`src/rtl/data_sampler.sv`:
```
// UART RX oversampling data sampler: majority vote of three samples taken around mid-bit.
// Optional noise flag output enabled by defining DATA_SAMPLER_NOISE_FLAG_EN.
module data_sampler #(
  parameter int unsigned PWIDTH = 6
) (
  input  logic              clk,
  input  logic              rst,
  input  logic [PWIDTH-1:0] prescale,
  input  logic [PWIDTH-1:0] edge_counter,
  input  logic              data_sampling_en,
  input  logic              rx_in,
  output logic              sampled_bit
`ifdef DATA_SAMPLER_NOISE_FLAG_EN
  ,
  output logic              noise_err
`endif
);

  logic [1:0]        ones;
  logic [1:0]        zeros;
  logic [PWIDTH-1:0] w_mid;
  logic              w_decode;
  logic              w_pt_first;
  logic              w_pt_mid;
  logic              w_pt_last;
  logic [2:0]        w_ones_total;
  logic [2:0]        w_zeros_total;

  always_comb begin
    w_mid         = prescale >> 1;
    w_decode      = (prescale >= PWIDTH'(4));
    w_pt_first    = w_decode && (edge_counter == (w_mid - PWIDTH'(1)));
    w_pt_mid      = w_decode && (edge_counter == w_mid);
    w_pt_last     = w_decode && (edge_counter == (w_mid + PWIDTH'(1)));
    w_ones_total  = {1'b0, ones}  + {2'b00, rx_in};
    w_zeros_total = {1'b0, zeros} + {2'b00, ~rx_in};
  end

  always_ff @(posedge clk) begin
    if (rst) begin
      sampled_bit <= 1'b1;
      ones        <= '0;
      zeros       <= '0;
    end else if (!data_sampling_en) begin
      ones  <= '0;
      zeros <= '0;
    end else if (w_pt_first) begin
      ones  <= {1'b0, rx_in};
      zeros <= {1'b0, ~rx_in};
    end else if (w_pt_mid) begin
      // Saturate at 3 rather than wrap if edge_counter sequencing is broken.
      ones  <= (w_ones_total  > 3'd3) ? 2'd3 : w_ones_total[1:0];
      zeros <= (w_zeros_total > 3'd3) ? 2'd3 : w_zeros_total[1:0];
    end else if (w_pt_last) begin
      sampled_bit <= (w_ones_total >= 3'd2);
      ones        <= '0;
      zeros       <= '0;
    end
  end

`ifdef DATA_SAMPLER_NOISE_FLAG_EN
  // Samples agree only if all three landed on the same side of the vote.
  always_ff @(posedge clk) begin
    if (rst || !data_sampling_en) begin
      noise_err <= 1'b0;
    end else if (w_pt_last) begin
      noise_err <= !((w_ones_total >= 3'd3) || (w_zeros_total >= 3'd3));
    end
  end
`endif

endmodule

```
`config.mk`:
```
export PLATFORM = sky130hd
export DESIGN_NAME = data_sampler
export DESIGN_NICKNAME = d
export VERILOG_FILES = /design/src/rtl/data_sampler.sv
export SDC_FILE = /design/constraint.sdc
export NUM_CORES = 1
export LEC_CHECK = 0
export CAP_MARGIN = 40
export CORE_AREA = 2 2 39 41
export CTS_CLUSTER_DIAMETER = 40
export DETAILED_ROUTE_END_ITERATION = 10
export DIE_AREA = 0 0 41 43
export DONT_BUFFER_PORTS = 1
export GPL_TIMING_DRIVEN = 0
export PLACE_DENSITY_LB_ADDON = 0.12
export SYNTH_ARGS = -nofsm -noshare
export SYNTH_HDL_FRONTEND = slang
export SYNTH_SLANG_ARGS = --single-unit
```
`constraint.sdc`:
```
create_clock -name clk -period 2.15 [get_ports clk]
set_input_delay 0.215 -clock clk [delete_from_list [all_inputs] [get_ports clk]]
set_output_delay 0.215 -clock clk [all_outputs]
set_load 0.03 [all_outputs]
```
### Word level (Yosys, flattened, before mapping)

Cells that the tools add are included.
Widths: inputs -> output; s select.

| storage, ports and cells | value |
|---|---|
| register bits after elaboration | 3 |
| bits in latches | 0 |
| bits in writable memories | 0 |
| bits in read-only memories | 0 |
| output and inout port bits | 1 |
| logic and storage cells | 27 |
| memories kept | 0 |

| operators by class | value |
|---|---|
| add/subtract/negate cells | 3 |
| multiply operators | 0 |
| div/mod/pow operators | 0 |
| order comparisons | 3 |
| equal/unequal tests | 3 |
| shift operators | 0 |
| mux-type cells | 4 |
| bitwise gates (word level) | 3 |
| reductions and logical operators | 8 |

Operators by type and width:

| operator | count |
|---|---|
| $eq 6x6->1 | 2 |
| $add 5x1->6 const B | 1 |
| $eq 6x5->1 | 1 |
| $ge 6x3->1 const B | 1 |
| $mux 2 | 3 |
| $sub 5x1->6 const B | 1 |
| $reduce_and 4->1 | 1 |
| $add 2x1->3 | 1 |
| $ge 3x2->1 const B | 1 |
| $gt 3x2->1 const B | 1 |
| $logic_and 1x1->1 | 3 |
| $not 1->1 | 3 |
| $reduce_bool 3->1 | 1 |
| $reduce_or 3->1 | 1 |
| $reduce_bool 2->1 | 1 |
| $reduce_or 2->1 | 1 |
| $mux 1 | 1 |

### Longest topological paths before layout

Gate-level depths: netlist (run 1).

| depth | value |
|---|---|
| depth after elaboration | 6 |
| gate-level depth with buffers | 8 |
| depth with buffers taken out | 7 |

### Worst setup path after synthesis (run 1)

Ideal clock, no wire load.

| timing path | value |
|---|---|
| path type | in2reg |
| start | input port prescale[2] |
| end | register ones[0] |
| setup time | 119 ps |
| data arrival time | 1525 ps |
| data required time | 2031 ps |
| setup slack | 506 ps |
| stages | 8 |
| path through | buf_2 > inv_1 > ha_1 > and3_2 > o221a_2 > o211ai_1 > o22ai_1 > o21bai_1 |

| on the way | value |
|---|---|
| cells in the longest elaborated chain, start to end | 4 |
| elaborated cells on any way between the ends | 12 |

Ends and longest elaborated chain:

| what | line | RTL |
|---|---|---|
| start, declared | 8 | `input logic [PWIDTH-1:0] prescale,` |
| $sub 5x1->6 (tied with other cells) | 32 | `w_pt_first = w_decode && (edge_counter == (w_mid - PWIDTH'(1)));` |
| $eq 6x6->1 (tied with other cells) | 32 |  |
| $logic_and 1x1->1 (tied with other cells) | 32 |  |
| $reduce_bool 3->1 (no line) or $mux 1 (tied branches) | - |  |
| end signal, assigned | 48 | `ones <= {1'b0, rx_in};` |
| end signal, assigned | 52 | `ones <= (w_ones_total > 3'd3) ? 2'd3 : w_ones_total[1:0];` |
| end, declared | 19 | `logic [1:0] ones;` |

Parallel ways exist; a longest one is shown, timed or not.
A chain may end at the register's enable or synchronous reset.

### Worst setup path in the final report (run 1)

| timing path | value |
|---|---|
| start | input port prescale[2] |
| end | register sampled_bit |

| on the way | value |
|---|---|
| cells in the longest elaborated chain, start to end | 5 |
| elaborated cells on any way between the ends | 12 |

Ends and longest elaborated chain:

| what | line | RTL |
|---|---|---|
| $sub 5x1->6 | 32 |  |
| $eq 6x6->1 | 32 |  |
| $logic_and 1x1->1 | 32 |  |
| $not 1->1 (no line) | - |  |
| $reduce_and 4->1 (no line) * | - |  |
| end signal, assigned | 55 | `sampled_bit <= (w_ones_total >= 3'd2);` |
| end, declared | 12 | `output logic sampled_bit` |

Every way passes the cells marked *; elsewhere a longest branch is shown, timed or not.

==> results.sh, run 1 <==
export IMPL_drive_above_1_share=0.103
export IMPL_ys_types=29
export IMPL_max_freq_mhz=623
export IMPL_ant_nets=0
export IMPL_fin_cells=84
export IMPL_crit_path_start_kind="input pin"
export IMPL_final_common_cell="xnor2_1"
export IMPL_drc=0
export IMPL_grt_max_degree=11
export IMPL_place_inst=80
export IMPL_antenna_found_initial=0
export IMPL_grt_pass1_wl_mm=1.82
export IMPL_final_max_slew_violation_count=0
export IMPL_cts_root_buf="clkbuf_4"
export IMPL_synth_net_count=83
export IMPL_setup_tns_ns=0
export IMPL_ff2ff_path_depth=5
export IMPL_grt_pass1_vias=469
export IMPL_cts_num_sinks=3
export IMPL_timing_final_crit_share=0.746
export IMPL_drt_initial_drc_count=6
export IMPL_yosys_area_top_type="xnor2_1"
export IMPL_place_area_um2=483
export IMPL_synth_warnings=0
export IMPL_clock_path_buffers=2
export IMPL_dieHeight_um=43
export IMPL_htree_levels=1
export IMPL_worst_setup_path_end_kind="flop"
export IMPL_cts_made_buffers=3
export IMPL_hold_violations=0
export IMPL_final_util=0.368
export IMPL_finalCriticalPeriod_ns=1.60
export IMPL_whs_endpoint="sampled_bit$_SDFFE_PP1P_"
export IMPL_hold_path_depth=2
export IMPL_io_buffer_count=0
export IMPL_n_antenna_cell=0
export IMPL_rsz0062_at_grt="no"
export IMPL_slew_limit_headroom=0.737
export IMPL_required_ns=2.31
export IMPL_wl_per_cell_um=12.6
export IMPL_syn_area_um2=463
export IMPL_area_growth_pct=10.0
export IMPL_dpl_worst_slack_ns=0.319
export IMPL_die_w_um=41
export IMPL_num_rows=14
export IMPL_peakVddDrop_mv=0.166
export IMPL_post_dp_hpwl_um=848
export IMPL_seq_area_frac_synth=0.130
export IMPL_regToRegSetupSlack_ns=1.01
export IMPL_skew_ns=0.00701
export IMPL_coreArea_um2=1380
export IMPL_clkSlewWorstSetupHoldPaths_ns=0.04
export IMPL_worstSetupPathType="in2reg"
export IMPL_cts_tree="done"
export IMPL_fin_ws_ns=0.545
export IMPL_p_leak_uw=0.000179
export IMPL_worstMarginPinSlew_ns=0.390
export IMPL_hold_start="rst"
export IMPL_layout_common_cells="7 x xnor2_1, 6 x nand2_1, 4 x inv_1, 4 x nor3_1"
export IMPL_status="complete, no violations"
export IMPL_num_vias=445
export IMPL_post_cts_buffers=0
export IMPL_drt_pass1_iter_count=4
export IMPL_globalRouteOverflowTotal=0
export IMPL_viasPerCell=5.30
export IMPL_drv_cap=0
export IMPL_r2r_start="ones[0]$_SDFFE_PP0P_"
export IMPL_hp_class="in2reg"
export IMPL_synth_area_top_cells="xnor2_1 13%, dfxtp_1 13%, ha_1 8.1%"
export IMPL_start_util=0.335
export IMPL_io_pins=17
export IMPL_drt_total_wl_mm=1.06
export IMPL_die_area_um2=1760
export IMPL_syn_inst=64
export IMPL_clk_insertion_delay_late_ns=0.23
export IMPL_critPathMaxFanout=7
export IMPL_cts_hold_buffers=0
export IMPL_r2r_end="ones[0]$_SDFFE_PP0P_"
export IMPL_cp_data_arrival_time_ns=1.77
export IMPL_gp_congestion=0.749
export IMPL_avgSynthCellArea_um2=7.23
export IMPL_setup_violations=0
export IMPL_synth_seq_cells=3
export IMPL_ctsResizeCount=0
export IMPL_final_net_count=88
export IMPL_yosysTopAreaCellShare=0.132
export IMPL_powerDensity_nw_per_um2=434
export IMPL_design_area_um2=509
export IMPL_grt_util_all_layers=0.146
-- per-stage QoR --
step / power [uW] / hold WS (ns)
floorplan: 112 / 0.371
global placement: 121 / 0.388
detailed placement: 121 / 0.389
CTS: 224 / 0.145
global route: 235 / 0.176
finish: 221 / 0.147
-- worst max-delay path by stage --
stage	to	from	cells past startpoint
floorplan	ones[0]$_SDFFE_PP0P_	prescale[2]	8
global placement	sampled_bit$_SDFFE_PP1P_	prescale[2]	8
detailed placement	sampled_bit$_SDFFE_PP1P_	prescale[2]	8
CTS	sampled_bit$_SDFFE_PP1P_	prescale[2]	8
global route	sampled_bit$_SDFFE_PP1P_	prescale[2]	8
finish	sampled_bit$_SDFFE_PP1P_	prescale[2]	8
-- synthesized netlist by cell type --
| master | number |
|---|---|
| a211o_1 | 1 |
| a21o_1 | 2 |
| a21oi_1 | 1 |
| a31oi_1 | 1 |
| and3_2 | 1 |
| buf_2 | 2 |
| clkbuf_1 | 1 |
| dfxtp_1 | 3 |
| ha_1 | 3 |
| inv_1 | 4 |
| mux2i_1 | 1 |
| nand2_1 | 6 |
| nand2b_1 | 2 |
| nand3_1 | 2 |
| nand4_1 | 2 |
| nor2_1 | 1 |
| nor2b_1 | 1 |
| nor3_1 | 4 |
| nor3b_1 | 2 |
| nor4_1 | 3 |
| o211ai_1 | 3 |
| o21ai_0 | 2 |
| o21bai_1 | 2 |
| o221a_2 | 1 |
| o22ai_1 | 1 |
| or2_0 | 1 |
| or3_1 | 2 |
| xnor2_1 | 7 |
| xor2_1 | 2 |
-- final cells by class --
cell class / instances / area [um2]
fillers: 161 / 875
flip-flops and latches: 3 / 60.1
multi-input cells: 54 / 374
plain buffers: 3 / 13.8
clock buffers: 4 / 26.3
well taps: 16 / 20.0
inverters: 4 / 15.0
-- registers in the layout, summed over array words and instances (netlist names) --
name	cells
ones	2
sampled_bit	1
-- power by group --
part / total (uW) / leakage, uW / switching, uW / internal (uW)
clock network: 100 / 0.0000150 / 30.5 / 69.7
logic: 63.7 / 0.000139 / 33.4 / 30.3
registers: 57.1 / 0.0000242 / 0.818 / 56.3
-- critical path: stages --
cell and delay (ns):
buf_2 0.15, inv_1 0.06, ha_1 0.28, xnor2_1 0.19, nor3b_1 0.22, nand4_1 0.19, nor3b_1 0.27, mux2i_1 0.20
-- per-layer routing --
layer | global-route usage | wire length, um | vias up
met2 | 0.234 | 502 | 8
met3 | 0.0366 | 35 | 0
met4 | 0.0400 | 0 | 0
met5 | 0 | 0 | -
met1 | 0.185 | 520 | 195
li1 | - | - | 242
-- logic make-up (layout without fill, tap and decap cells) --
kind of cell,count (synthesis),after routing,share of synthesized area
compound gates,14,14,0.216
simple gates,27,27,0.319
flops,3,3,0.130
xor+xnor,9,9,0.170
fa+ha+maj,3,3,0.0811
mux,1,1,0.0216
buf+inv,7,11,0.0621
(Power assumes the default switching activity.)
==> run 2: changes to the inputs <==
==> constraint.sdc (replaced) <==
create_clock -name clk -period 1.6 [get_ports clk]
set_input_delay 0.16 -clock clk [delete_from_list [all_inputs] [get_ports clk]]
set_output_delay 0.16 -clock clk [all_outputs]
set_load 0.03 [all_outputs]
==> results.sh, run 2 (synthesis gave the netlist of run 1 again) <==
export IMPL_status="complete, no violations"
export IMPL_swShare=0.294
export IMPL_max_freq_mhz=668
export IMPL_hp_class="in2reg"
export IMPL_worstSetupPathType="in2reg"
export IMPL_coreArea_um2=1380
export IMPL_die_w_um=41
export IMPL_area_growth_pct=13.8
export IMPL_peakVddDrop_mv=0.239
export IMPL_dieHeight_um=43
export IMPL_max_flop_register="ones"
export IMPL_clk_insertion_delay_late_ns=0.23
export IMPL_worstMarginPinSlew_ns=0.456
export IMPL_largest_reg_flops=2
export IMPL_drt_pass1_iter_count=4
export IMPL_drive_above_1_share=0.147
export IMPL_final_net_count=88
export IMPL_finalCriticalPeriod_ns=1.50
export IMPL_design_area_um2=527
export IMPL_io_buffer_count=0
export IMPL_cts_root_buf="clkbuf_4"
export IMPL_cp_slowest_cell="o221a_2"
export IMPL_antenna_found_initial=0
export IMPL_num_rows=14
export IMPL_comb_power_share=0.301
export IMPL_cts_num_sinks=3
export IMPL_p_leak_uw=0.000188
export IMPL_die_area_um2=1760
export IMPL_worst_setup_path_end_kind="flop"
export IMPL_whs_ns=0.0926
export IMPL_grt_util_all_layers=0.146
export IMPL_power_switching_uw=89.0
export IMPL_timing_final_crit_share=0.935
export IMPL_drv_cap=0
export IMPL_grt_pass1_wl_mm=1.82
export IMPL_clock_path_buffers=2
export IMPL_hold_violations=0
export IMPL_clkSlewWorstSetupHoldPaths_ns=0.04
export IMPL_max_stage_delay_ns=0.28
export IMPL_slew_limit_headroom=0.693
export IMPL_powerDensity_nw_per_um2=576
export IMPL_p_int_uw=214
export IMPL_crit_chain="buf_2 -> inv_1 -> ha_1 -> and3_2 -> o221a_2 -> o211ai_1 -> o22ai_1 -> o21bai_1"
export IMPL_io_pins=17
export IMPL_n_antenna_cell=0
export IMPL_post_dp_hpwl_um=848
export IMPL_drt_initial_drc_count=6
export IMPL_power_share_clock=0.446
export IMPL_fillCellCount=158
export IMPL_start_util=0.335
export IMPL_htree_levels=1
export IMPL_required_ns=1.71
export IMPL_num_vias=437
export IMPL_wl_per_cell_um=12.5
export IMPL_drc=0
export IMPL_viasPerCell=5.20
export IMPL_crit_path_start_kind="input pin"
export IMPL_total_power_uw=303
export IMPL_cts_tree="done"
export IMPL_cts_made_buffers=3
export IMPL_cts_hold_buffers=0
export IMPL_final_max_slew_violation_count=0
export IMPL_grt_max_degree=11
export IMPL_cp_data_arrival_time_ns=1.61
export IMPL_skew_ns=0.00583
export IMPL_rsz0062_at_grt="no"
export IMPL_setup_violations=0
export IMPL_gp_congestion=0.749
export IMPL_place_area_um2=483
export IMPL_ant_nets=0
export IMPL_pwr_share_seq=0.253
export IMPL_grt_pass1_vias=469
export IMPL_reg_largest_list="ones (2), sampled_bit (1)"
export IMPL_globalRouteOverflowTotal=0
export IMPL_drt_total_wl_mm=1.05
export IMPL_critPathMaxFanout=7
export IMPL_layout_common_cells="6 x xnor2_1, 6 x nand2_1, 4 x inv_1, 4 x nor3_1"
==> run 2: layout make-up <==
| class | instances | area (um2) | share of cell area |
|---|---|---|---|
| Clock buffer | 4 | 26.3 | 0.0499 |
| Sequential cell | 3 | 60.1 | 0.114 |
| Multi-Input combinational cell | 54 | 392 | 0.743 |
| Buffer | 3 | 13.8 | 0.0261 |
| Inverter | 4 | 15.0 | 0.0285 |
| Tap cell | 16 | 20.0 | 0.0380 |
==> run 2: timing repair <==
action,in CTS,in global routing
resized for setup,0,3
buffers inserted,0,0
setup endpoints to repair,0,3
==> run 2: worst paths after layout <==
| kind | startpoint | to | slack [ns] | cells past startpoint |
|---|---|---|---|---|
| worst max-delay path | prescale[2] | ones[0]$_SDFFE_PP0P_ | 0.10 | 8 |
| worst min register to register | ones[1]$_SDFFE_PP0P_ | ones[1]$_SDFFE_PP0P_ | 0.50 | 2 |
| worst max register to register | ones[0]$_SDFFE_PP0P_ | ones[0]$_SDFFE_PP0P_ | 0.46 | 5 |
| worst min-delay path | rst | sampled_bit$_SDFFE_PP1P_ | 0.09 | 2 |
==> run 2: per-layer routing <==
| metal | up-vias | global-route usage | routed length (um) |
|---|---|---|---|
| met4 | 0 | 0.0400 | 0 |
| met5 | - | 0 | 0 |
| li1 | 239 | - | - |
| met1 | 190 | 0.185 | 509 |
| met2 | 8 | 0.234 | 504 |
| met3 | 0 | 0.0366 | 36 |
==> run 2: power by group through the flow <==
stage                     Clock (uW)  Sequential, uW  Combinational, uW
final                            135            76.8               91.2
after global routing             142            76.8                103
after CTS                        139            76.8               85.6
after detailed placement           0            78.0               85.2
after global placement             0            78.0               85.1
after floorplan                    0            77.9               72.8
==> run 2: per-stage QoR <==
stage / setup TNS, ns / util / std cells / setup WS, ns
5_1_grt: 0 / 0.381 / 84 / 0.00958
4_1_cts: 0 / 0.368 / 84 / 0.0680
6_report: 0 / 0.381 / 84 / 0.104
3_3_place_gp: -0.317 / 0.349 / 80 / -0.167
3_5_place_dp: -0.343 / 0.349 / 80 / -0.176
2_1_floorplan: 0 / - / 64 / 0.0108
==> run 2: critical path, delay by kind of cell <==
kind                       cells  cell delay [ns]
AOI/OAI and AO/OA              4             0.79
adders and majority gates      1             0.22
and+or+nand+nor                1             0.22
buffers and inverters          2             0.21
